--- src/rtl/tlc_pkg.sv ---
// Shared definitions for the traffic conflict monitor: lamp encoding,
// fault codes, monitor states and small lamp helpers.
package tlc_pkg;

  typedef enum logic [1:0] {
    LAMP_INVALID = 2'b00,
    LAMP_RED     = 2'b01,
    LAMP_GREEN   = 2'b10,
    LAMP_YELLOW  = 2'b11
  } lamp_e;

  typedef enum logic [1:0] {
    ST_STARTUP = 2'b00,
    ST_MONITOR = 2'b01,
    ST_FAULT   = 2'b10
  } mon_state_e;

  localparam logic [2:0] CODE_NONE     = 3'b000;
  localparam logic [2:0] CODE_CONFLICT = 3'b001;
  localparam logic [2:0] CODE_ONEHOT   = 3'b010;
  localparam logic [2:0] CODE_SEQUENCE = 3'b011;
  localparam logic [2:0] CODE_YELLOW   = 3'b100;

  function automatic lamp_e decodeLamp(input logic green, input logic yellow, input logic red);
    lamp_e lamp;
    case ({green, yellow, red})
      3'b100:  lamp = LAMP_GREEN;
      3'b010:  lamp = LAMP_YELLOW;
      3'b001:  lamp = LAMP_RED;
      default: lamp = LAMP_INVALID;
    endcase
    return lamp;
  endfunction

  // Only green->red, yellow->green and red->yellow break the lamp cycle.
  function automatic logic isIllegalStep(input lamp_e prevLamp, input lamp_e curLamp);
    return (prevLamp == LAMP_GREEN  && curLamp == LAMP_RED)   ||
           (prevLamp == LAMP_YELLOW && curLamp == LAMP_GREEN) ||
           (prevLamp == LAMP_RED    && curLamp == LAMP_YELLOW);
  endfunction

endpackage

--- src/rtl/lamp_checker.sv ---
// Per-street lamp checks: one-hot decode, previous-lamp register,
// sequence check and saturating yellow-duration counter.
module lamp_checker #(
  parameter int MAX_YELLOW = 4
) (
  input  logic clk,
  input  logic reset_n,
  input  logic i_green,
  input  logic i_yellow,
  input  logic i_red,
  input  logic i_sample,
  input  logic i_seqEn,
  input  logic i_clear,
  output logic o_oneHotErr,
  output logic o_seqErr,
  output logic o_yellowOverrun
);
  import tlc_pkg::*;

  localparam int YW = $clog2(MAX_YELLOW + 2);
  localparam logic [YW-1:0] Y_SAT = YW'(MAX_YELLOW + 1);
  localparam logic [YW-1:0] Y_MAX = YW'(MAX_YELLOW);

  lamp_e          w_lamp;
  lamp_e          r_prevLamp;
  logic [YW-1:0]  r_yCnt;

  assign w_lamp          = decodeLamp(i_green, i_yellow, i_red);
  assign o_oneHotErr     = (w_lamp == LAMP_INVALID);
  assign o_seqErr        = i_seqEn && (r_prevLamp != LAMP_INVALID) && (w_lamp != LAMP_INVALID) &&
                           isIllegalStep(r_prevLamp, w_lamp);
  assign o_yellowOverrun = i_seqEn && i_yellow && (r_yCnt >= Y_MAX);

  // Yellow run only accumulates while sequence checking is live, so the
  // startup sample never contributes to an overrun.
  always_ff @(posedge clk or negedge reset_n) begin
    if (!reset_n) begin
      r_prevLamp <= LAMP_INVALID;
      r_yCnt     <= '0;
    end else if (i_clear) begin
      r_yCnt     <= '0;
    end else if (i_sample) begin
      r_prevLamp <= w_lamp;
      if (!i_seqEn || !i_yellow)
        r_yCnt <= '0;
      else if (r_yCnt != Y_SAT)
        r_yCnt <= r_yCnt + 1'b1;
    end
  end

endmodule

--- src/rtl/traffic_conflict_monitor.sv ---
// Traffic-light conflict monitor: merges per-street lamp checks, prioritises
// fault causes, latches the first fault and drives a flashing-red command.
module traffic_conflict_monitor #(
  parameter int MAX_YELLOW = 4,
  parameter int FLASH_HALF = 25
) (
  input  logic       clk,
  input  logic       reset_n,
  input  logic       GA,
  input  logic       YA,
  input  logic       RA,
  input  logic       GB,
  input  logic       YB,
  input  logic       RB,
  input  logic       clear_fault,
  output logic       fault,
  output logic [2:0] fault_code,
  output logic       flash_red,
  output logic       monitor_ok
);
  import tlc_pkg::*;

  localparam int FW = $clog2(FLASH_HALF + 1);
  localparam logic [FW-1:0] FLASH_LAST = FW'(FLASH_HALF - 1);

  mon_state_e    r_state, w_nextState;
  logic [2:0]    r_code, w_nextCode, w_detCode;
  logic          r_flash, w_nextFlash;
  logic [FW-1:0] r_flashCnt, w_nextFlashCnt;

  logic w_sample, w_seqEn, w_clear, w_conflict;
  logic w_oneHotA, w_seqA, w_yOvrA;
  logic w_oneHotB, w_seqB, w_yOvrB;

  assign w_sample   = (r_state != ST_FAULT);
  assign w_seqEn    = (r_state == ST_MONITOR);
  assign w_clear    = (r_state == ST_FAULT) && clear_fault;
  assign w_conflict = (GA | YA) & (GB | YB);

  lamp_checker #(.MAX_YELLOW(MAX_YELLOW)) u_checkA (
    .clk(clk), .reset_n(reset_n),
    .i_green(GA), .i_yellow(YA), .i_red(RA),
    .i_sample(w_sample), .i_seqEn(w_seqEn), .i_clear(w_clear),
    .o_oneHotErr(w_oneHotA), .o_seqErr(w_seqA), .o_yellowOverrun(w_yOvrA)
  );

  lamp_checker #(.MAX_YELLOW(MAX_YELLOW)) u_checkB (
    .clk(clk), .reset_n(reset_n),
    .i_green(GB), .i_yellow(YB), .i_red(RB),
    .i_sample(w_sample), .i_seqEn(w_seqEn), .i_clear(w_clear),
    .o_oneHotErr(w_oneHotB), .o_seqErr(w_seqB), .o_yellowOverrun(w_yOvrB)
  );

  always_comb begin
    w_detCode = CODE_NONE;
    if (w_conflict)
      w_detCode = CODE_CONFLICT;
    else if (w_oneHotA || w_oneHotB)
      w_detCode = CODE_ONEHOT;
    else if (w_seqA || w_seqB)
      w_detCode = CODE_SEQUENCE;
    else if (w_yOvrA || w_yOvrB)
      w_detCode = CODE_YELLOW;
  end

  // FAULT ignores lamps entirely; only clear_fault or reset leaves it.
  always_comb begin
    w_nextState    = r_state;
    w_nextCode     = r_code;
    w_nextFlash    = r_flash;
    w_nextFlashCnt = r_flashCnt;
    case (r_state)
      ST_STARTUP, ST_MONITOR: begin
        if (w_detCode != CODE_NONE) begin
          w_nextState    = ST_FAULT;
          w_nextCode     = w_detCode;
          w_nextFlash    = 1'b1;
          w_nextFlashCnt = '0;
        end else begin
          w_nextState    = ST_MONITOR;
        end
      end
      ST_FAULT: begin
        if (clear_fault) begin
          w_nextState    = ST_STARTUP;
          w_nextCode     = CODE_NONE;
          w_nextFlash    = 1'b0;
          w_nextFlashCnt = '0;
        end else if (r_flashCnt == FLASH_LAST) begin
          w_nextFlash    = ~r_flash;
          w_nextFlashCnt = '0;
        end else begin
          w_nextFlashCnt = r_flashCnt + 1'b1;
        end
      end
      default: w_nextState = ST_STARTUP;
    endcase
  end

  always_ff @(posedge clk or negedge reset_n) begin
    if (!reset_n) begin
      r_state    <= ST_STARTUP;
      r_code     <= CODE_NONE;
      r_flash    <= 1'b0;
      r_flashCnt <= '0;
    end else begin
      r_state    <= w_nextState;
      r_code     <= w_nextCode;
      r_flash    <= w_nextFlash;
      r_flashCnt <= w_nextFlashCnt;
    end
  end

  assign fault      = (r_state == ST_FAULT);
  assign monitor_ok = (r_state == ST_MONITOR);
  assign fault_code = r_code;
  assign flash_red  = r_flash;

endmodule

--- config.mk ---
export PLATFORM = sky130hd
export DESIGN_NAME = traffic_conflict_monitor
export DESIGN_NICKNAME = d
export VERILOG_FILES = /design/src/rtl/tlc_pkg.sv /design/src/rtl/lamp_checker.sv /design/src/rtl/traffic_conflict_monitor.sv
export SDC_FILE = /design/constraint.sdc
export NUM_CORES = 1
export LEC_CHECK = 0
export CAP_MARGIN = 15
export CORE_ASPECT_RATIO = 0.9
export CORE_MARGIN = 5
export CORE_UTILIZATION = 60
export CTS_CLUSTER_DIAMETER = 30
export CTS_CLUSTER_SIZE = 24
export DETAILED_ROUTE_END_ITERATION = 8
export PLACE_DENSITY = 0.84
export SETUP_SLACK_MARGIN = 0.5
export SLEW_MARGIN = 10
export SYNTH_ARGS = -nofsm -noshare
export SYNTH_HDL_FRONTEND = slang
export SYNTH_HIERARCHICAL = 1
export SYNTH_SLANG_ARGS = --single-unit
--- constraint.sdc ---
create_clock -name clk -period 3.1 [get_ports clk]
set_clock_uncertainty 0.15 [all_clocks]
set_input_delay 0.465 -clock clk [delete_from_list [all_inputs] [get_ports clk]]
set_output_delay 0.465 -clock clk [all_outputs]
set_load 0.01 [all_outputs]
==> results of run 1 <==
-- kinds of logic after synthesis --
family | Yosys count | synth area share, %
compound gates | 34 | 18.9
xor+xnor | 5 | 3.01
fa+ha+maj | 6 | 5.17
buf+inv | 9 | 3.44
flops | 21 | 36.2
mux | 3 | 2.84
simple gates | 65 | 30.4
-- final timing paths --
kind | start | end | slack [ns] | cells after the start
max in group asynchronous | reset_n | u_checkA/r_prevLamp[0] | 2.24 | 2
min | reset_n | u_checkB/r_prevLamp[1] | 0.34 | 2
max | r_state[0] | monitor_ok | 0.65 | 2
max reg2reg | r_state[0] | fault_code[0] | 0.96 | 5
min in group clk | r_flashCnt[4] | r_flashCnt[4] | 0.36 | 1
min reg2reg | r_flashCnt[4] | r_flashCnt[4] | 0.36 | 1
-- synth_stat cells --
cell type and number:
nor4_4 1, and3_1 1, and3_2 2, a21boi_2 2, nand2b_2 2, and4bb_1 6, nand4_2 2, a41oi_1 1
a211oi_1 2, and3b_1 1, nor3b_1 2, buf_6 2, and2_4 2, inv_1 6, nor2b_1 4, nor3b_4 1
or2_1 1, a21oi_1 6, xnor2_1 5, nor3_1 3, a32o_1 2, nor2_1 11, buf_2 1, a31oi_1 4
dfrtp_1 21, nand4_1 2, ha_1 6, nand2b_1 3, nand4b_1 1, nand3b_1 4, a41o_1 2, nand3_1 3
o21ai_1 1, a32oi_1 1, mux2_1 1, o21bai_1 2, a211oi_2 2, o31ai_1 3, o22ai_1 2, nand2_1 13
mux2_4 2, o22ai_4 1, a21boi_0 1, a211o_1 2
-- final cells by class --
type                    count  area, um2  share of cell area [%]
multi-input cells         113        880                    53.3
repair buffers             17        163                    9.85
flip-flops and latches     21        526                    31.8
well taps                  28       35.0                    2.12
inverters                   6       22.5                    1.36
clock buffers               4       26.3                    1.59
-- sequential cells by signal, indices dropped and copies added, names as in the netlist --
name and flops:
u_checkA/r_yCnt 3, u_checkB/r_prevLamp 2, flash_red 1, u_checkB/r_yCnt 3
u_checkA/r_prevLamp 2, r_state 2, fault_code 3, r_flashCnt 5
-- power by group --
group	internal (mW)	leakage [nW]	switching, mW	total (mW)
clock network	0.0502	0.0150	0.0777	0.128
logic	0.183	0.430	0.187	0.370
registers	0.333	0.279	0.0730	0.406
-- cells in the final DEF, fill, tap and decap left out, drive strengths merged, types with 4 or more instances in the layout --
master,count
inv,6
nand2b,5
a31oi,4
nor2b,4
nor2,11
nand2,13
dfrtp,21
nand3b,4
clkdlybuf4s50,14
a211oi,4
clkbuf,4
nand4,4
and4bb,6
ha,6
xnor2,5
a21oi,6
-- routing by layer --
layer  track usage, %  wire, um  vias up
met5                0         0        -
met4             2.73        17        0
met3             5.52       188        4
met2             31.8      1470       34
met1             24.4      1300      551
li1                 -         -      573
-- repair_timing --
| action | in CTS | in global routing |
|---|---|---|
| endpoints found under the setup margin | 1 | 0 |
| buffers inserted | 0 | 0 |
| gates resized for setup | 1 | 0 |
==> results.sh, run 1 <==
export IMPL_critical_path_top_delay_family="buffers and inverters"
export IMPL_dp_cells=185
export IMPL_ys_seq_area_share_pct=36.2
export IMPL_vias=1162
export IMPL_drc=0
export IMPL_cp_start_kind="flop"
export IMPL_setup_viol=0
export IMPL_crit_buf_inv=1
export IMPL_dieHeight_um=56.7
export IMPL_vias_per_cell=6.15
export IMPL_fin_crit_sh_pct=78.9
export IMPL_holdBufCountCts=0
export IMPL_gp_congestion=0.789
export IMPL_syn_area_um2=1450
export IMPL_drive_above_1_share_pct=14.9
export IMPL_ys_seq_elements=21
export IMPL_nets=177
export IMPL_core_um2=2380
export IMPL_synth_fp_nets=158
export IMPL_worstPathMaxFanout=9
export IMPL_outcome="completed"
export IMPL_drtPass1Iterations=4
export IMPL_cts_tree="yes"
export IMPL_drv_slew=0
export IMPL_clkTransAtPathRegs_ns=0.11
export IMPL_syn_inst=143
export IMPL_grt_setup_unrepaired="no"
export IMPL_final_hold_violation_count=0
export IMPL_syn_to_final_growth_pct=13.7
export IMPL_whs_ns=0.340
export IMPL_synth_top_area_share_pct=36.2
export IMPL_synth_largest_area_cell="dfrtp_1"
export IMPL_final_core_util_pct=69.3
export IMPL_synth_area_leaders="dfrtp_1 36%, and4bb_1 5.2%, ha_1 5.2%"
export IMPL_syn_area_per_cell_um2=10.2
export IMPL_fin_setup_tns_ns=0
export IMPL_power_density_nw_per_um2=547
export IMPL_worstHoldPathType="in -> async"
export IMPL_antenna_found_initial=0
export IMPL_path_cells="nor2b_2 -> clkdlybuf4s50_1"
export IMPL_numPortBuffers=14
export IMPL_power_uw=904
export IMPL_place_area_um2=1620
export IMPL_dieArea_um2=3510
export IMPL_clock_path_buffers=2
export IMPL_drt_first_iter_violations=32
export IMPL_leakagePower_nw=0.723
export IMPL_synth_warnings=6
export IMPL_final_instance_count_excl_fill=189
export IMPL_clk_latency_ns=0.30
export IMPL_grt_first_pass_wirelength_um=5090
export IMPL_slew_headroom_pct=63.5
export IMPL_criticalPathCategory="reg -> out"
export IMPL_root_buffer="clkbuf_4"
export IMPL_detail_route_antenna_nets=0
export IMPL_worst_slew_pin_slew_ns=0.547
export IMPL_worst_slack_ns=0.653
export IMPL_critPathRequiredTime_ns=2.48
export IMPL_cts_buffers=3
export IMPL_grt_max_degree=22
export IMPL_htreeDepth=1
export IMPL_dpl_worst_slack_ns=0.392
export IMPL_totalWireLength_um=2970
export IMPL_rows=17
export IMPL_hpwl_um=2300
export IMPL_grt_use_total_pct=19.1
export IMPL_fin_crit_ns=2.45
export IMPL_grt_ovfl_total=0
export IMPL_grt_pass1_vias=1120
export IMPL_end_kind="output pin"
export IMPL_max_clock_freq_mhz=409
export IMPL_critical_path_max_stage_delay_ns=0.61
export IMPL_finish_instance_area_um2=1650
export IMPL_worst_endpoint_arrival_ns=1.83
export IMPL_synth_cell_types=44
export IMPL_cp_slowest_cell="clkdlybuf4s50_1"
export IMPL_fp_dieW_um=61.9
export IMPL_wl_per_cell_um=15.7
export IMPL_diodes=0
export IMPL_io_pins=15
export IMPL_start_util_pct=61.0
export IMPL_nFillCells=198
export IMPL_peakVddDrop_v=0.000457
export IMPL_drv_cap=0
export IMPL_clock_sinks=21
(Power assumes the default switching activity.)
==> run 2, diff against run 1 <==
Settings changed: CORE_UTILIZATION 60 to 50, PLACE_DENSITY 0.84 to 0.74.
Clock period 3.1 ns to 2.25 ns, I/O delays scaled along.
==> run 2 against run 1 <==
Design area increased by 18%; flip-flop and latch count unchanged; largest cell class unchanged; count of clock-buffer cells in the layout fell by 1; clock power rose by 50%; sequential power grew 32%; highest routed layer unchanged; global-route usage down 0.84 points.
==> results.sh, run 2 (same netlist as run 1, synthesis figures left out) <==
export IMPL_outcome="completed"
export IMPL_start_util_pct=52.4
export IMPL_htreeDepth=1
export IMPL_final_common_cell="buf_4"
export IMPL_worstPathMaxFanout=4
export IMPL_nets=203
export IMPL_dpl_worst_slack_ns=-0.265
export IMPL_max_clock_freq_mhz=519
export IMPL_fp_dieW_um=66.8
export IMPL_power_density_nw_per_um2=755
export IMPL_vias=1253
export IMPL_nFillCells=226
export IMPL_detail_route_antenna_nets=0
export IMPL_seq_area_um2=526
export IMPL_clock_sinks=21
export IMPL_holdBufCountCts=0
export IMPL_criticalPathCategory="in -> reg"
export IMPL_worst_slack_ns=0.323
export IMPL_cts_tree="yes"
export IMPL_dieArea_um2=4080
export IMPL_fin_crit_ns=1.93
export IMPL_worstHoldPathType="in -> async"
export IMPL_grt_first_pass_wirelength_um=5620
export IMPL_drv_slew=0
export IMPL_critPathRequiredTime_ns=2.32
export IMPL_antenna_found_initial=0
export IMPL_clk_latency_ns=0.31
export IMPL_wl_per_cell_um=14.3
export IMPL_worst_endpoint_arrival_ns=2.00
export IMPL_drc=0
export IMPL_grt_pass1_vias=1224
export IMPL_largest_reg_flops=5
export IMPL_final_core_util_pct=70.3
export IMPL_drtPass1Iterations=4
export IMPL_drive_above_1_share_pct=34.8
export IMPL_drt_first_iter_violations=59
export IMPL_grt_ovfl_total=0
export IMPL_final_instance_count_excl_fill=227
export IMPL_root_buffer="clkbuf_4"
export IMPL_peakVddDrop_v=0.000431
export IMPL_end_kind="flop"
export IMPL_grt_use_total_pct=18.2
export IMPL_clkTransAtPathRegs_ns=0.12
export IMPL_critPathLaunch="GA"
export IMPL_clock_path_buffers=2
export IMPL_drv_cap=0
export IMPL_syn_to_final_growth_pct=34.0
export IMPL_final_cell_mix="27 x buf_4, 21 x dfrtp_1, 13 x nand2_1"
export IMPL_vias_per_cell=5.52
export IMPL_gp_congestion=0.841
export IMPL_top_register="r_flashCnt"
export IMPL_rrSetupSlack_ns=0.33
export IMPL_fin_crit_sh_pct=85.7
export IMPL_final_hold_violation_count=0
export IMPL_grt_max_degree=22
export IMPL_slew_headroom_pct=73.9
export IMPL_multi_input_area_um2=947
export IMPL_leakagePower_nw=0.942
export IMPL_grt_setup_unrepaired="yes"
export IMPL_cts_buffers=3
export IMPL_reg2reg_depth=7
export IMPL_reg2reg_from="u_checkA/r_prevLamp[0]"
export IMPL_cp_start_kind="input port"
export IMPL_dieHeight_um=61.1
export IMPL_totalWireLength_um=3250
export IMPL_core_um2=2770
export IMPL_timing_rr_end="r_state[0]"
export IMPL_rows=18
export IMPL_io_pins=15
export IMPL_diodes=0
export IMPL_fin_setup_tns_ns=0
export IMPL_setup_viol=0
export IMPL_hpwl_um=2290
export IMPL_dp_cells=213
export IMPL_worst_slew_pin_slew_ns=0.391
export IMPL_numPortBuffers=14
[run 2: changes by cell type in the layout (fill, tap and decap cells not counted), moves of 3 or more]
cell             delta
buf_4              +24
buf_6               +3
dlymetal6s2s_1      +4
dlygate4sd2_1       +6
clkdlybuf4s50_1    -11
[run 2: repair_timing]
item / in CTS / in global routing
endpoints found under the setup margin: 17 / 20
pin swaps: 14 / 8
gates resized for setup: 17 / 18
setup buffers: 4 / 6
[run 2: layout make-up]
cell class / count / area share (%)
multi-input cells: 113 / 48.7
clock inverters: 1 / 0.386
inverters: 6 / 1.29
well taps: 40 / 2.57
flip-flops and latches: 21 / 27.0
repair buffers: 43 / 19.0
clock buffers: 3 / 1.16
[run 2: routing by layer]
layer / track usage (%) / up-vias / wire length (um) / part of all wire, %
met5: 0 / - / 0 / 0
met4: 6.96 / 0 / 46 / 1.4
met3: 4.01 / 7 / 107 / 3.3
met2: 31.4 / 18 / 1620 / 50
met1: 22.6 / 601 / 1480 / 45
li1: - / 627 / - / -
[run 2: worst max path at each step]
stage                     depth (start not counted)  slack (ns)             to
after global placement                            8       -0.16  r_flashCnt[4]
after CTS                                         7        0.33  r_flashCnt[3]
final                                             8        0.32  r_flashCnt[3]
after global routing                              7        0.23  r_flashCnt[3]
after floorplan                                   7        0.35  fault_code[0]
after detailed placement                          8       -0.27  fault_code[1]
[run 2: power by group]
part           total (mW)  switching (mW)  internal [mW]
registers           0.534          0.0753          0.459
clock network       0.192           0.124         0.0680
logic               0.744           0.349          0.396
total                1.47           0.548          0.922
[run 2: worst max-delay path: stages]
cell	delay [ns]
clkdlybuf4s50_1	0.44
buf_4	0.17
o21bai_1	0.16
a21boi_2	0.21
nor4_4	0.07
buf_4	0.16
a32o_2	0.25
a32o_1	0.20
[run 2: stage by stage]
step / hold WS (ns) / instance area [um2] / power (mW)
floorplan: -0.108 / 1460 / 0.897
detailed placement: 0.338 / 1770 / 1.13
global route: 0.208 / 1950 / 1.58
global placement: 0.323 / 1770 / 1.11
CTS: 0.205 / 1850 / 1.36
finish: 0.208 / 1950 / 1.47
==> run 3, diff against run 2 <==
Settings changed: CTS_CLUSTER_DIAMETER 30 to unset.
==> results of run 3 <==
No change in the layout: final DEF, timing and power equal those of run 2.
